==> src/rtl/led_pkg.sv <==
// Shared definitions for the LED pattern block: mode codes and their width.
package led_pkg;

   localparam int MODE_W = 3;

   // Mode codes carried on Mode_In; codes 5..7 are unused and decode as OFF.
   typedef enum logic [MODE_W-1:0] {
      MODE_OFF    = 3'd0,
      MODE_FLASH  = 3'd1,
      MODE_RUN_L  = 3'd2,
      MODE_RUN_R  = 3'd3,
      MODE_BOUNCE = 3'd4
   } mode_e;

endpackage : led_pkg

==> src/rtl/tick_gen.sv <==
// Prescaler: counts 0..TICK_DIV-1 and flags the last count as a tick.
// Clear restarts the count, Hold freezes it (and masks the tick).
module tick_gen #(
   parameter int TICK_DIV = 12_000_000
) (
   input  logic CLK,
   input  logic RST,
   input  logic Clear,
   input  logic Hold,
   output logic Tick
);

   localparam int CNT_W = (TICK_DIV > 2) ? $clog2(TICK_DIV) : 1;
   localparam logic [CNT_W-1:0] CNT_MAX = CNT_W'(TICK_DIV - 1);

   logic [CNT_W-1:0] count_reg;
   logic [CNT_W-1:0] count_next;
   logic             at_max;

   assign at_max = (count_reg == CNT_MAX);

   // Tick is decoded from the registered count so it lines up with the
   // edge that updates the pattern; a held prescaler never ticks.
   assign Tick = at_max && !Hold;

   // Next count: clear wins over hold, otherwise advance and wrap.
   always_comb begin
      count_next = count_reg;
      if (Clear) begin
         count_next = '0;
      end else if (!Hold) begin
         count_next = at_max ? '0 : count_reg + CNT_W'(1);
      end
   end

   // Count register with synchronous reset.
   always_ff @(posedge CLK) begin
      if (RST) begin
         count_reg <= '0;
      end else begin
         count_reg <= count_next;
      end
   end

endmodule : tick_gen

==> src/rtl/led_pattern_module.sv <==
// LED pattern generator: OFF / FLASH / RUN_L / RUN_R / BOUNCE patterns
// stepped once per prescaler tick, with load strobe and pause control.
module led_pattern_module
   import led_pkg::*;
#(
   parameter int N_LED    = 4,
   parameter int TICK_DIV = 12_000_000
) (
   input  logic              CLK,
   input  logic              RST,
   input  logic [MODE_W-1:0] Mode_In,
   input  logic              Mode_Valid,
   input  logic              Pause,
   output logic [N_LED-1:0]  LED_Out,
   output logic              Step_Pulse
);

   localparam logic [N_LED-1:0] LSB_ONLY = {{(N_LED-1){1'b0}}, 1'b1};
   localparam logic [N_LED-1:0] MSB_ONLY = {1'b1, {(N_LED-1){1'b0}}};

   logic [MODE_W-1:0] mode_reg;
   logic [MODE_W-1:0] mode_next;
   logic [N_LED-1:0]  led_reg;
   logic [N_LED-1:0]  led_next;
   logic              dir_up_reg;
   logic              dir_up_next;
   logic              tick;

   // Starting pattern shown on the cycle after a mode is loaded.
   function automatic logic [N_LED-1:0] init_pattern(input logic [MODE_W-1:0] m);
      logic [N_LED-1:0] p;
      case (m)
         MODE_RUN_L:  p = LSB_ONLY;
         MODE_RUN_R:  p = MSB_ONLY;
         MODE_BOUNCE: p = LSB_ONLY;
         default:     p = '0;
      endcase
      return p;
   endfunction

   tick_gen #(
      .TICK_DIV (TICK_DIV)
   ) u_tick_gen (
      .CLK   (CLK),
      .RST   (RST),
      .Clear (Mode_Valid),
      .Hold  (Pause),
      .Tick  (tick)
   );

   assign Step_Pulse = tick;
   assign LED_Out    = led_reg;

   // Next pattern/direction/mode: a load restarts the mode, otherwise the
   // pattern only moves on a tick (tick is already masked by Pause).
   always_comb begin
      mode_next   = mode_reg;
      led_next    = led_reg;
      dir_up_next = dir_up_reg;
      if (Mode_Valid) begin
         mode_next   = Mode_In;
         led_next    = init_pattern(Mode_In);
         dir_up_next = 1'b1;
      end else if (tick) begin
         case (mode_reg)
            MODE_FLASH: led_next = ~led_reg;
            MODE_RUN_L: led_next = {led_reg[N_LED-2:0], led_reg[N_LED-1]};
            MODE_RUN_R: led_next = {led_reg[0], led_reg[N_LED-1:1]};
            MODE_BOUNCE: begin
               // Reverse at an end so each end is lit for exactly one step.
               if (dir_up_reg) begin
                  if (led_reg[N_LED-1]) begin
                     dir_up_next = 1'b0;
                     led_next    = led_reg >> 1;
                  end else begin
                     led_next    = led_reg << 1;
                  end
               end else begin
                  if (led_reg[0]) begin
                     dir_up_next = 1'b1;
                     led_next    = led_reg << 1;
                  end else begin
                     led_next    = led_reg >> 1;
                  end
               end
            end
            default: led_next = '0;
         endcase
      end
   end

   // Pattern, direction and mode registers; reset overrides load and pause.
   always_ff @(posedge CLK) begin
      if (RST) begin
         mode_reg   <= MODE_OFF;
         led_reg    <= '0;
         dir_up_reg <= 1'b1;
      end else begin
         mode_reg   <= mode_next;
         led_reg    <= led_next;
         dir_up_reg <= dir_up_next;
      end
   end

endmodule : led_pattern_module

==> config.mk <==
export PLATFORM = sky130hd
export DESIGN_NAME = led_pattern_module
export DESIGN_NICKNAME = d
export VERILOG_FILES = /design/src/rtl/led_pkg.sv /design/src/rtl/tick_gen.sv /design/src/rtl/led_pattern_module.sv
export SDC_FILE = /design/constraint.sdc
export NUM_CORES = 1
export LEC_CHECK = 0
export ABC_AREA = 1
export BUFFER_PORTS_ARGS = -buffer_cell sky130_fd_sc_hd__buf_2
export CELL_PAD_IN_SITES_DETAIL_PLACEMENT = 0
export CELL_PAD_IN_SITES_GLOBAL_PLACEMENT = 2
export CORE_MARGIN = 2
export CORE_UTILIZATION = 32
export DETAILED_ROUTE_END_ITERATION = 8
export PLACE_DENSITY = 0.78
export RECOVER_POWER = 50
export SYNTH_ARGS = -nofsm -noshare
export SYNTH_HDL_FRONTEND = slang
export SYNTH_SLANG_ARGS = --single-unit
==> constraint.sdc <==
create_clock -name CLK -period 1.65 [get_ports CLK]
set_input_delay 0.2475 -clock CLK [delete_from_list [all_inputs] [get_ports CLK]]
set_output_delay 0.2475 -clock CLK [all_outputs]
set_load 0.01 [all_outputs]
# Word level (Yosys, flattened, before mapping)
# Cells that the tools add are included.
word_totals:
  regBits: 32
  inputBits: 7
  elab_cells: 31
classes:
  n_addsub: 1
  n_eq_ne: 8
  muxes: 11
  bitwise: 1
  reduce_logical: 6
ops:
  columns: ["cell", "n"]
  rows:
  - ["24-bit by 1-bit adder with 24-bit output, second input constant", 1]
  - ["24-bit == test, second input constant", 1]
  - ["24-bit 2-to-1 mux", 1]
  - ["4-bit 2-to-1 mux", 5]
  - ["4-bit one-hot mux with 4 select lines", 1]
  - ["3-bit by 2-bit == test with 1-bit output, second input constant", 4]
  - ["4-bit one-hot mux with 2 select lines", 1]
  - ["3-bit == test, second input constant", 2]
  - ["4-bit NOT", 1]
  - ["2-bit OR reduction", 2]
  - ["3-bit by 1-bit == test with 1-bit output, second input constant", 1]
  - ["1-bit 2-to-1 mux", 3]
  - ["2-bit AND reduction", 1]
  - ["2-bit nonzero test", 1]
  - ["1-bit logical AND", 1]
  - ["1-bit logical NOT", 1]

# Longest topological paths before layout
# Gate-level depths: netlist of run 1.
depth:
  ltp_word: 5
  depth_mapped: 10
  depth_no_buf: 10

# Modules after synthesis
# From an unflattened synthesis of run 1, not the netlist that was laid out.
hier_totals:
  cells_unflattened: 290
  hier_area_um2: 1825.5
by_module_without_submodules:
  columns: ["module", "instances", "cells_each", "area_each_um2"]
  rows:
  - ["tick_gen", 1, 206, 1321.3]
  - ["led_pattern_module", 1, 84, 504.2]

# Worst setup path before layout of run 1
# No wires, ideal clock.
synth_timing:
  path_type: "flip-flop to flip-flop"
  start: "register u_tick_gen.count_reg[0]"
  end: "register u_tick_gen.count_reg[14]"
  setup_time_ns: 0.118
  t_arrival_ns: 1.287
  required_ns: 1.532
  slack_ns: 0.245
  stages_incl_launch_ff: 10
  n_path_buf: 1
  period_less_slack_ns: 1.405
  path_cell_list: "dfxtp_1 -> ha_1 -> nand2_1 -> inv_1 -> nand4_2 -> nor2_4 -> nor2_2 -> buf_6 -> nand2_1 -> nor2_1"
synth_via:
  elab_chain_cells: 2
  elab_cells_between_ends: 3
  classes_between: "add/sub: 1; eq/ne: 1; mux: 1"
synth_rtl:
  columns: ["item", "line", "source"]
  rows:
  - ["start, declared", "tick_gen.sv:16", "logic [CNT_W-1:0] count_reg;"]
  - ["start signal, assigned", "tick_gen.sv:41", "count_reg <= count_next;"]
  - ["24-bit by 1-bit adder with 24-bit output or 24-bit == test (tied branches)", "tick_gen.sv:32, tick_gen.sv:20", null]
  - ["24-bit 2-to-1 mux (*)", "tick_gen.sv:32", "count_next = at_max ? '0 : count_reg + CNT_W'(1);"]
# Every way passes the cells marked *; elsewhere a longest branch is shown, timed or not.
# A chain may end at the register's enable or synchronous reset.

# Final worst setup path of run 1
layout_timing:
  start: "register u_tick_gen.count_reg[0]"
  end: "output port Step_Pulse"
layout_via:
  elab_chain_cells: 2
layout_rtl:
  columns: ["item", "line", "source"]
  rows:
  - ["24-bit == test", "tick_gen.sv:20", "assign at_max = (count_reg == CNT_MAX);"]
  - ["1-bit logical AND", "tick_gen.sv:24", "assign Tick = at_max && !Hold;"]
  - ["end, declared", "led_pattern_module.sv:15", "output logic Step_Pulse"]
# Every way passes these cells.

==> metrics.md, run 1 <==
| Metric | Value |
|---|---|
| Post-synth top flop | `dfxtp_1` |
| Number of global-route vias before repair | `1855` |
| Clock latency on the worst-skew pair | `0.29 ns` |
| Hold Crit Class | `input port to flip-flop` |
| Seq cells post-synth | `32` |
| Port Buffers | `11` |
| Layout cells sized above 1 | `0.201` |
| Hold Crit Depth | `3` |
| Most numerous cell in the Yosys netlist | `nand2_1` |
| CTS Buffer Depth | `2` |
| Synth top area share | `0.329` |
| Share of the yosys chip area belonging to registers | `0.329` |
| Hold EP | `mode_reg[1]$_SDFFE_PP0P_` |
| P_sw | `0.391 mW` |
| First-pass GRT wire length | `9.07 mm` |
| Seq pwr share | `0.507` |
| Worst Path Arrival | `1.34 ns` |
| Cell area power density | `660 mW/mm^2` |
| Detail Route Antenna Nets | `0` |
| Pint | `1.17 mW` |
| Core Area | `0.00589 sq mm` |
| Final-report hold violation count | `0` |
| DP Area | `0.00218 sq mm` |
| Worst r2r path cells | `9` |
| Hold slack final | `0.238 ns` |
| Comb pwr share | `0.080` |
| Filler instances | `668` |
| Post-Synthesis Cells | `320` |
| Tot GR Track Use | `0.181` |
| Flop2flop setup slack | `0.13 ns` |
| Clock power share | `0.413` |
| Critical path class | `flip-flop to output pin` |
| CP Launch Type | `flip-flop` |
| Min cycle time layout | `1.58 ns` |
| Pre-CTS WS | `0.0656 ns` |
| R2r endpoint | `u_tick_gen.count_reg[23]$_SDFFE_PP0N_` |
| # diodes | `0` |
| I/O pin total | `12` |
| Cell variety after synth | `23` |
| Starting Density | `0.331` |
| Final clock skew | `0.0105 ns` |
| CTS tree | `built` |
| Syn nets | `328` |
| EDFF count, synth | `0` |
| RePlAce Congestion | `0.784` |
| Final setup viols | `0` |
| WP data required | `1.40 ns` |
| Slew HR | `0.765` |
| Crit. End Element | `output pin` |
| DRC viols | `0` |
| Die Y | `82 um` |
| Fin. max-slew vios | `0` |
| Placed cells | `418` |
| Worst IR Drop VDD | `0.255 mV` |
| Vias | `2023` |
| Final Instance Area | `0.00236 sq mm` |
| Num CTS Buffers | `5` |
| Tightest Pin Transition | `0.349 ns` |
| Hold Crit Start | `Mode_In[1]` |
| TNS Setup | `0 ns` |
| DP HPWL | `4.24 mm` |
| CP startpoint | `u_tick_gen.count_reg[0]$_SDFFE_PP0N_` |
| Count of standard-cell rows | `28` |
| Die W | `82 um` |
| Top post-synthesis cells by count | `nand2_1 (82), nor2_1 (56), nand3_1 (39)` |
| Final nets | `361` |
| Status | `finished clean` |
| LEAKAGE | `1.04 nW` |
| Cell area after synthesis | `0.00195 sq mm` |
| Unrepaired setup endpoints after global routing | `true` |
| Area grow syn2layout | `21.1%` |
| Asr flop ratio synth | `0` |
| Worst-path clk slew | `0.08 ns` |
| Clock Root Buffer | `clkbuf_8` |
| Hold buffers post-CTS | `0` |
| Clk sink count | `32` |
| Max reg flops | `24` |
| Final wirelength | `5.38 mm` |
| MaxCap Viol Count | `0` |
| Die Area | `0.00672 sq mm` |
| R2R Path Start | `u_tick_gen.count_reg[0]$_SDFFE_PP0N_` |
| Final worst path period share | `0.959` |
| Post-Layout Cell Count | `429` |
| Switching share of power | `0.251` |
| Antenna violations before repair | `0` |
| Fmax | `632 MHz` |
| Grt ovf | `0` |
| Maximum fanout along the worst path | `3` |
| Number of H-tree levels | `2` |
| WL per Instance | `12.5 um` |
| Final setup margin | `0.0671 ns` |
| Via density | `4.72` |
| Area leader, netlist | `dfxtp_1` |
| Syn. warnings | `0` |
| Post-synthesis area per instance | `6.08 sq um` |
| First-pass DRT Iterations | `4` |
| Synth area leaders | `dfxtp_1 (33%), nand2_1 (16%), nor2_1 (11%)` |
| Largest net degree at the start of global routing | `10` |
| DRT iter0 DRCs | `82` |
-- worst max-delay path, cell delays in order, from the launching register on --
cell,delay (ns)
dfxtp_2,0.36
ha_4,0.15
nand2_2,0.06
inv_2,0.08
nand4_4,0.13
nor2_4,0.15
buf_6,0.11
-- placed cells by master, fill, tap and decap left out --
master,n
clkbuf_8,6
xor2_1,6
nor2_4,2
clkbuf_1,3
dfxtp_4,2
buf_2,9
a21oi_1,15
nand4_4,1
or2_1,1
and3_1,2
or2_2,2
nor3_2,1
nand2_1,81
buf_6,1
nand2_4,1
dfxtp_1,22
nand4_1,9
nand3_1,39
o21ai_2,3
buf_4,16
nor2_2,7
inv_1,37
nand2_2,3
nor2_1,53
ha_4,1
dfxtp_2,8
o21ai_1,2
inv_2,8
nor3_1,6
o21ai_0,7
-- per-stage QoR --
step	power, mW	util
after floorplan	0.883	-
after global placement	0.934	0.371
after detailed placement	0.932	0.371
after CTS	1.58	0.393
after global routing	1.64	0.401
final	1.56	0.401
-- repair_timing --
action	in CTS	in global routing
cloned	0	0
setup buffers	2	1
gates resized for setup	10	13
setup endpoints to repair	1	14
pin swaps	1	2
-- layout make-up --
class                           instances  area [sq um]  share of cell area
Clock buffer                            8          90.1              0.0382
Inverter                               45           169              0.0716
Multi-Input combinational cell        242          1170               0.495
Sequential cell                        32           658               0.279
Tap cell                               75          93.8              0.0398
Timing Repair Buffer                   27           180              0.0764
-- power groups by stage --
stage	Sequential [mW]	Clock, mW	Combinational, mW
after floorplan	0.809	0	0.0745
after global placement	0.809	0	0.125
after detailed placement	0.810	0	0.122
after CTS	0.792	0.665	0.125
after global routing	0.790	0.708	0.144
final	0.789	0.643	0.124
-- worst max path at each step --
stage	endpoint	slack [ns]
after floorplan	u_tick_gen.count_reg[14]$_SDFFE_PP0N_	0.25
after detailed placement	u_tick_gen.count_reg[23]$_SDFFE_PP0N_	0.07
after global placement	u_tick_gen.count_reg[19]$_SDFFE_PP0N_	0.12
after CTS	Step_Pulse	0.007
after global routing	Step_Pulse	-0.02
final	Step_Pulse	0.07
-- logic make-up after synthesis --
group	count (synthesis)	share of synthesized area
compound gates	27	0.0752
simple gates	208	0.470
fa+ha+maj	1	0.00643
buf+inv	46	0.0925
xor+xnor	6	0.0270
flops	32	0.329
-- per-layer routing --
layer	global-route usage	part of all wire
met1	0.249	0.49
met2	0.280	0.45
met3	0.0385	0.038
met4	0.0600	0.016
met5	0	0
No activity file was read; power rests on OpenSTA's default activity.
==> run 2, diff against run 1 <==
--- a/config.mk
+++ b/config.mk
@@ -9,6 +9,7 @@
 export BUFFER_PORTS_ARGS = -buffer_cell sky130_fd_sc_hd__buf_2
 export CELL_PAD_IN_SITES_DETAIL_PLACEMENT = 0
 export CELL_PAD_IN_SITES_GLOBAL_PLACEMENT = 2
+export CORE_ASPECT_RATIO = 1.2
 export CORE_MARGIN = 2
 export CORE_UTILIZATION = 32
 export DETAILED_ROUTE_END_ITERATION = 8
==> run 2 against run 1 <==
Sequential share of layout area decreased by 0.26 points; first-iteration DRC count is 3.7% lower; worst setup slack lost 0.00096 ns; via count grew 1.4%; global-route usage grew 0.23 points; register-to-register slack improved by 0.02 ns; total power up 1.8%; sequential power about the same; non-clock buffer count increased by 2; utilization up 0.17 points; clock skew decreased by 0.0041 ns; largest power group unchanged.
==> metrics.md, run 2 (same netlist as run 1, synthesis figures left out) <==
| Metric | Value |
|---|---|
| Final clock skew | `0.00635 ns (-0.00410 ns)` |
| Maximum fanout along the worst path | `3 (unchanged)` |
| Commonest non-fill, non-tap cell in the layout | `nand2_1` |
| Number of H-tree levels | `2 (unchanged)` |
| Cell area power density | `659 mW/mm^2 (-0.14%)` |
| Worst Path Arrival | `1.34 ns (about the same)` |
| Final setup viols | `0 (unchanged)` |
| CP Launch Type | `flip-flop` |
| Core Area | `0.00597 sq mm (+1.5%)` |
| Detail Route Antenna Nets | `0 (unchanged)` |
| P_sw | `0.393 mW (+0.38%)` |
| Post-Layout Cell Count | `437 (+1.9%)` |
| Max reg flops | `24 (unchanged)` |
| DRC viols | `0 (unchanged)` |
| Hold Crit Class | `input port to flip-flop` |
| MaxCap Viol Count | `0 (unchanged)` |
| Die W | `75.2 um (-8.3%)` |
| Number of global-route vias before repair | `2024 (+9.1%)` |
| First-pass DRT Iterations | `5 (+1)` |
| Vias | `2052 (+1.4%)` |
| Slew HR | `0.774 (+0.00900)` |
| Min cycle time layout | `1.58 ns (+0.000964 ns)` |
| Worst r2r path cells | `9 (unchanged)` |
| Fin. max-slew vios | `0 (unchanged)` |
| Area grow syn2layout | `23.5%` |
| Grt ovf | `0 (unchanged)` |
| Seq pwr share | `0.497 (-0.010)` |
| Clk sink count | `32 (unchanged)` |
| First-pass GRT wire length | `9.25 mm (+2.1%)` |
| Die Y | `89.4 um (+9.1%)` |
| Comb pwr share | `0.077 (-0.003)` |
| Layout cells sized above 1 | `0.217 (+0.0163)` |
| Critical path class | `flip-flop to output pin` |
| Most frequent cells in the layout | `nand2_1 (79), nor2_1 (52), nand3_1 (39)` |
| R2r endpoint | `u_tick_gen.count_reg[5]$_SDFFE_PP0N_` |
| Num CTS Buffers | `5 (unchanged)` |
| Tightest Pin Transition | `0.338 ns (-0.0116 ns)` |
| R2R Path Start | `u_tick_gen.count_reg[1]$_SDFFE_PP0N_` |
| DP Area | `0.00221 sq mm (+1.1%)` |
| Final Instance Area | `0.00240 sq mm (+1.9%)` |
| Worst IR Drop VDD | `0.281 mV (+10%)` |
| LEAKAGE | `1.04 nW (+0.41%)` |
| Crit. End Element | `output pin` |
| Clock power share | `0.426 (+0.013)` |
| Starting Density | `0.326 (-0.00485)` |
| # diodes | `0 (unchanged)` |
| I/O pin total | `12 (unchanged)` |
| CTS Buffer Depth | `2 (unchanged)` |
| Final nets | `363 (+0.55%)` |
| Port Buffers | `11 (unchanged)` |
| Final-report hold violation count | `0 (unchanged)` |
| CP startpoint | `u_tick_gen.count_reg[1]$_SDFFE_PP0N_` |
| Switching share of power | `0.248 (-0.00343)` |
| Status | `finished clean` |
| Antenna violations before repair | `0 (unchanged)` |
| Clock latency on the worst-skew pair | `0.29 ns (about the same)` |
| Flop2flop setup slack | `0.15 ns (+0.02 ns)` |
| DRT iter0 DRCs | `79 (-3.7%)` |
| Placed cells | `427 (+2.2%)` |
| Fmax | `631 MHz (about the same)` |
| Die Area | `0.00673 sq mm (about the same)` |
| DP HPWL | `4.40 mm (+3.9%)` |
| WP data required | `1.40 ns (about the same)` |
| Critical Path Sink | `Step_Pulse` |
| WL per Instance | `12.8 um (+2.3%)` |
| Largest net degree at the start of global routing | `13 (+3)` |
| RePlAce Congestion | `0.821 (+4.7%)` |
| Clock Root Buffer | `clkbuf_8` |
| Via density | `4.70 (-0.42%)` |
| Final wirelength | `5.60 mm (+4.2%)` |
| Count of standard-cell rows | `31 (+11%)` |
| Pint | `1.19 mW (+2.2%)` |
| Final worst path period share | `0.960 (about the same)` |
| Worst-path clk slew | `0.07 ns (about the same)` |
| CTS tree | `built` |
| Tot GR Track Use | `0.183 (+0.00229)` |
==> run 2: cell count changes in the layout (fill, tap and decap cells not counted), moves of 2 or more <==
cell     change
nand2_1      -2
nand2_2      +2
inv_1        -2
buf_2        -3
dfxtp_4      +2
inv_2        +2
buf_4        +2
==> run 2: worst min-delay path by stage <==
stage | start | to | slack [ns] | cells after the start
2_1_floorplan | Mode_Valid | mode_reg[1]$_SDFFE_PP0P_ | 0.39 | 2
3_3_place_gp | u_tick_gen.count_reg[1]$_SDFFE_PP0N_ | u_tick_gen.count_reg[1]$_SDFFE_PP0N_ | 0.48 | 2
3_5_place_dp | u_tick_gen.count_reg[0]$_SDFFE_PP0N_ | u_tick_gen.count_reg[0]$_SDFFE_PP0N_ | 0.48 | 2
4_1_cts | Mode_In[1] | mode_reg[1]$_SDFFE_PP0P_ | 0.26 | 3
5_1_grt | Mode_In[1] | mode_reg[1]$_SDFFE_PP0P_ | 0.28 | 3
6_report | Mode_In[1] | mode_reg[1]$_SDFFE_PP0P_ | 0.26 | 3
==> run 2: power by group through the flow <==
stage	logic (mW)	clock network, mW	registers [mW]
after global placement	0.124	0	0.810
after CTS	0.123	0.699	0.792
after detailed placement	0.122	0	0.810
after floorplan	0.0745	0	0.809
after global routing	0.141	0.735	0.789
final	0.121	0.676	0.787
==> run 2: worst max-delay path, cell delays in order (launching register included) <==
cell	delay, ns
dfxtp_2	0.36
ha_4	0.14
nand2_2	0.06
inv_2	0.08
nand4_4	0.10
nor2_4	0.18
buf_6	0.13
==> run 2: area by class of cell <==
| cell class | instances | area (sq um) |
|---|---|---|
| timing repair buffer | 29 | 191 |
| sequential | 32 | 664 |
| inverter | 45 | 169 |
| clock buffer | 7 | 96.3 |
| fill | 705 | 3570 |
| multi-input combinational | 242 | 1180 |
| tap | 82 | 103 |
==> run 2: what timing repair did <==
item / in CTS / in global routing
hold buffers: 0 / 0
hold endpoints to repair: 0 / 0
buffers inserted: 1 / 2
resized for setup: 10 / 21
setup endpoints to repair: 5 / 12
pin swaps: 1 / 4
==> run 2: per-layer routing <==
metal / vias to the layer above / global-route usage / routed length [um]
met5: - / 0 / 0
met4: 0 / 0.0861 / 126
met3: 12 / 0.0316 / 197
met2: 33 / 0.325 / 2780
met1: 919 / 0.211 / 2500
li1: 1088 / - / -
==> run 2: through the flow <==
step           total power [mW]  setup TNS [ns]  hold WS (ns)  worst slack (ns)   util
2_1_floorplan             0.883               0         0.386             0.245      -
3_3_place_gp              0.933         -0.0423         0.483           -0.0423  0.369
3_5_place_dp              0.932         -0.0661         0.481           -0.0661  0.369
4_1_cts                    1.61               0         0.260           0.00191  0.391
5_1_grt                    1.66        -0.00421         0.276          -0.00421  0.402
6_report                   1.58               0         0.258            0.0661  0.402
==> run 3, diff against run 2 <==
--- a/config.mk
+++ b/config.mk
@@ -15,6 +15,7 @@
 export DETAILED_ROUTE_END_ITERATION = 8
 export PLACE_DENSITY = 0.78
 export RECOVER_POWER = 50
+export REMOVE_ABC_BUFFERS = 1
 export SYNTH_ARGS = -nofsm -noshare
 export SYNTH_HDL_FRONTEND = slang
 export SYNTH_SLANG_ARGS = --single-unit
==> constraint.sdc (replaced) <==
create_clock -name CLK -period 1.65 [get_ports CLK]
set_input_delay 0.0825 -clock CLK [delete_from_list [all_inputs] [get_ports CLK]]
set_output_delay 0.0825 -clock CLK [all_outputs]
set_load 0.01 [all_outputs]
==> run 3 against run 2 <==
Combinational power is essentially flat; final cell count fell by 0.46%; global-route usage about the same; critical path type unchanged; utilization fell by 0.65 points; clock power is 4.0% lower; count of clock-buffer cells in the layout up 1; sequential power grew 0.5%; sequential share of layout area barely moved; first-iteration DRC count rose by 13%; worst setup slack better by 0.016 ns; die area is the same; register-to-register slack about the same.
==> metrics.md, run 3 (same netlist as run 1, synthesis figures left out) <==
| Metric | Value |
|---|---|
| DP HPWL | `4.35 mm (-1.1%)` |
| Final nets | `360 (-0.83%)` |
| Hold Crit Class | `input port to flip-flop` |
| Busiest layer in global routing | `met2` |
| Number of H-tree levels | `2 (unchanged)` |
| Worst-path clk slew | `0.07 ns (about the same)` |
| Hold slack final | `0.0806 ns (-0.177 ns)` |
| Tightest Pin Transition | `0.421 ns (+0.0830 ns)` |
| Clock latency on the worst-skew pair | `0.29 ns (about the same)` |
| WL per Instance | `12.6 um (-1.7%)` |
| I/O pin total | `12 (unchanged)` |
| Fmax | `638 MHz (+0.99%)` |
| Clk sink count | `32 (unchanged)` |
| Unrepaired setup endpoints after global routing | `false` |
| Slew HR | `0.720 (-0.0548)` |
| Met1 GRT Util | `0.212 (+0.00107)` |
| Core Area | `0.00597 sq mm (unchanged)` |
| Commonest non-fill, non-tap cell in the layout | `nand2_1` |
| Final Util | `0.396 (-0.00649)` |
| Critical path class | `flip-flop to output pin` |
| Worst IR Drop VDD | `0.269 mV (-4.4%)` |
| CTS Buffer Depth | `2 (unchanged)` |
| Fin. max-slew vios | `0 (unchanged)` |
| Num CTS Buffers | `5 (unchanged)` |
| Antenna violations before repair | `0 (unchanged)` |
| Layout cells sized above 1 | `0.193 (-0.0243)` |
| Final setup viols | `0 (unchanged)` |
| Starting Density | `0.326 (unchanged)` |
| Most frequent cells in the layout | `nand2_1 (81), nor2_1 (52), nand3_1 (38)` |
| Number of global-route vias before repair | `1957 (-3.3%)` |
| Count of standard-cell rows | `31 (unchanged)` |
| Via density | `4.69 (about the same)` |
| Placed cells | `425 (-0.47%)` |
| Final Instance Area | `0.00236 sq mm (-1.6%)` |
| # diodes | `0 (unchanged)` |
| GR Util met2 | `0.328 (+0.00319)` |
| Final clock skew | `0.00342 ns (-0.00292 ns)` |
| Area grow syn2layout | `21.5%` |
| Worst Path Arrival | `1.49 ns (+0.15 ns)` |
| Min cycle time layout | `1.57 ns (-0.0155 ns)` |
| Clock Root Buffer | `clkbuf_8` |
| Final worst path period share | `0.951 (-0.00942)` |
| Maximum fanout along the worst path | `4 (+1)` |
| CTS tree | `built` |
| MaxCap Viol Count | `0 (unchanged)` |
| Crit. End Element | `output pin` |
| TNS Setup | `0 ns (unchanged)` |
| Status | `finished clean` |
| Grt ovf | `0 (unchanged)` |
| WP data required | `1.57 ns (+0.17 ns)` |
| DRT iter0 DRCs | `89 (+13%)` |
| Final-report hold violation count | `0 (unchanged)` |
| Hold buffers post-CTS | `0 (unchanged)` |
| First-pass GRT wire length | `9.10 mm (-1.6%)` |
| Met3 Use GR | `0.0395 (+0.00789)` |
| Cell area power density | `660 mW/mm^2 (+0.17%)` |
| Port Buffers | `11 (unchanged)` |
| RePlAce Congestion | `0.742 (-9.7%)` |
| Final wirelength | `5.48 mm (-2.2%)` |
| DRC viols | `0 (unchanged)` |
| LEAKAGE | `1.01 nW (-3.2%)` |
| Die W | `75.2 um (unchanged)` |
| Max reg flops | `24 (unchanged)` |
| CP Launch Type | `flip-flop` |
| Filler instances | `725 (+2.8%)` |
| Die Y | `89.4 um (unchanged)` |
| Largest net degree at the start of global routing | `13 (unchanged)` |
| Vias | `2042 (-0.49%)` |
| Detail Route Antenna Nets | `0 (unchanged)` |
| First-pass DRT Iterations | `5 (unchanged)` |
| DP Area | `0.00219 sq mm (-0.68%)` |
| Die Area | `0.00673 sq mm (unchanged)` |
| Tot GR Track Use | `0.183 (about the same)` |
| Post-Layout Cell Count | `435 (-0.46%)` |
[run 3: cell count changes in the layout (fill, tap and decap cells not counted), moves of 2 or more]
cell,before,now
buf_4,18,14
dfxtp_1,21,24
dfxtp_4,4,1
clkbuf_1,4,6
nand2_1,79,81
[run 3: worst max-delay path, stage by stage (launching register included)]
cell and delay (ns):
dfxtp_1 0.38, nand2_1 0.11, nor2_2 0.19, nand4_4 0.15, nor2_4 0.12, buf_4 0.13
buf_2 0.12
[run 3: timing repair]
item                                    4_1_cts  5_1_grt
setup buffers                                 1        1
pin swaps                                     1        1
gates resized for setup                       6       16
endpoints found under the setup margin        8        8
gates cloned                                  0        0
[run 3: final cells by class]
class	instances	area [sq um]	area share
clock buffer	8	90.1	0.0381
sequential	32	653	0.276
inverter	45	169	0.0714
multi-input combinational	242	1170	0.497
timing repair buffer	26	175	0.0741
tap	82	103	0.0434
[run 3: path summary, 6_finish.rpt]
check	startpoint	end	slack (ns)	cells past startpoint
min reg2reg	u_tick_gen.count_reg[0]$_SDFFE_PP0N_	u_tick_gen.count_reg[0]$_SDFFE_PP0N_	0.50	2
max reg2reg	u_tick_gen.count_reg[4]$_SDFFE_PP0N_	u_tick_gen.count_reg[23]$_SDFFE_PP0N_	0.16	8
min	Mode_In[1]	mode_reg[1]$_SDFFE_PP0P_	0.08	3
max	u_tick_gen.count_reg[4]$_SDFFE_PP0N_	Step_Pulse	0.08	6
[run 3: per-stage QoR]
| step | setup slack [ns] | power [mW] |
|---|---|---|
| after floorplan | 0.213 | 0.880 |
| final | 0.0817 | 1.56 |
| after global placement | -0.0466 | 0.927 |
| after CTS | 0.0173 | 1.58 |
| after global routing | 0.00140 | 1.63 |
| after detailed placement | -0.0893 | 0.926 |
[run 3: metal layers]
| metal | vias to the layer above | wire length [um] |
|---|---|---|
| li1 | 1088 | - |
| met2 | 35 | 2760 |
| met4 | 0 | 91 |
| met5 | - | 0 |
| met3 | 7 | 163 |
| met1 | 912 | 2460 |
[run 3: power breakdown]
part | leakage [nW] | internal (mW) | switching [mW]
clock network | 0.0455 | 0.340 | 0.308
registers | 0.263 | 0.780 | 0.0109
logic | 0.700 | 0.0436 | 0.0779
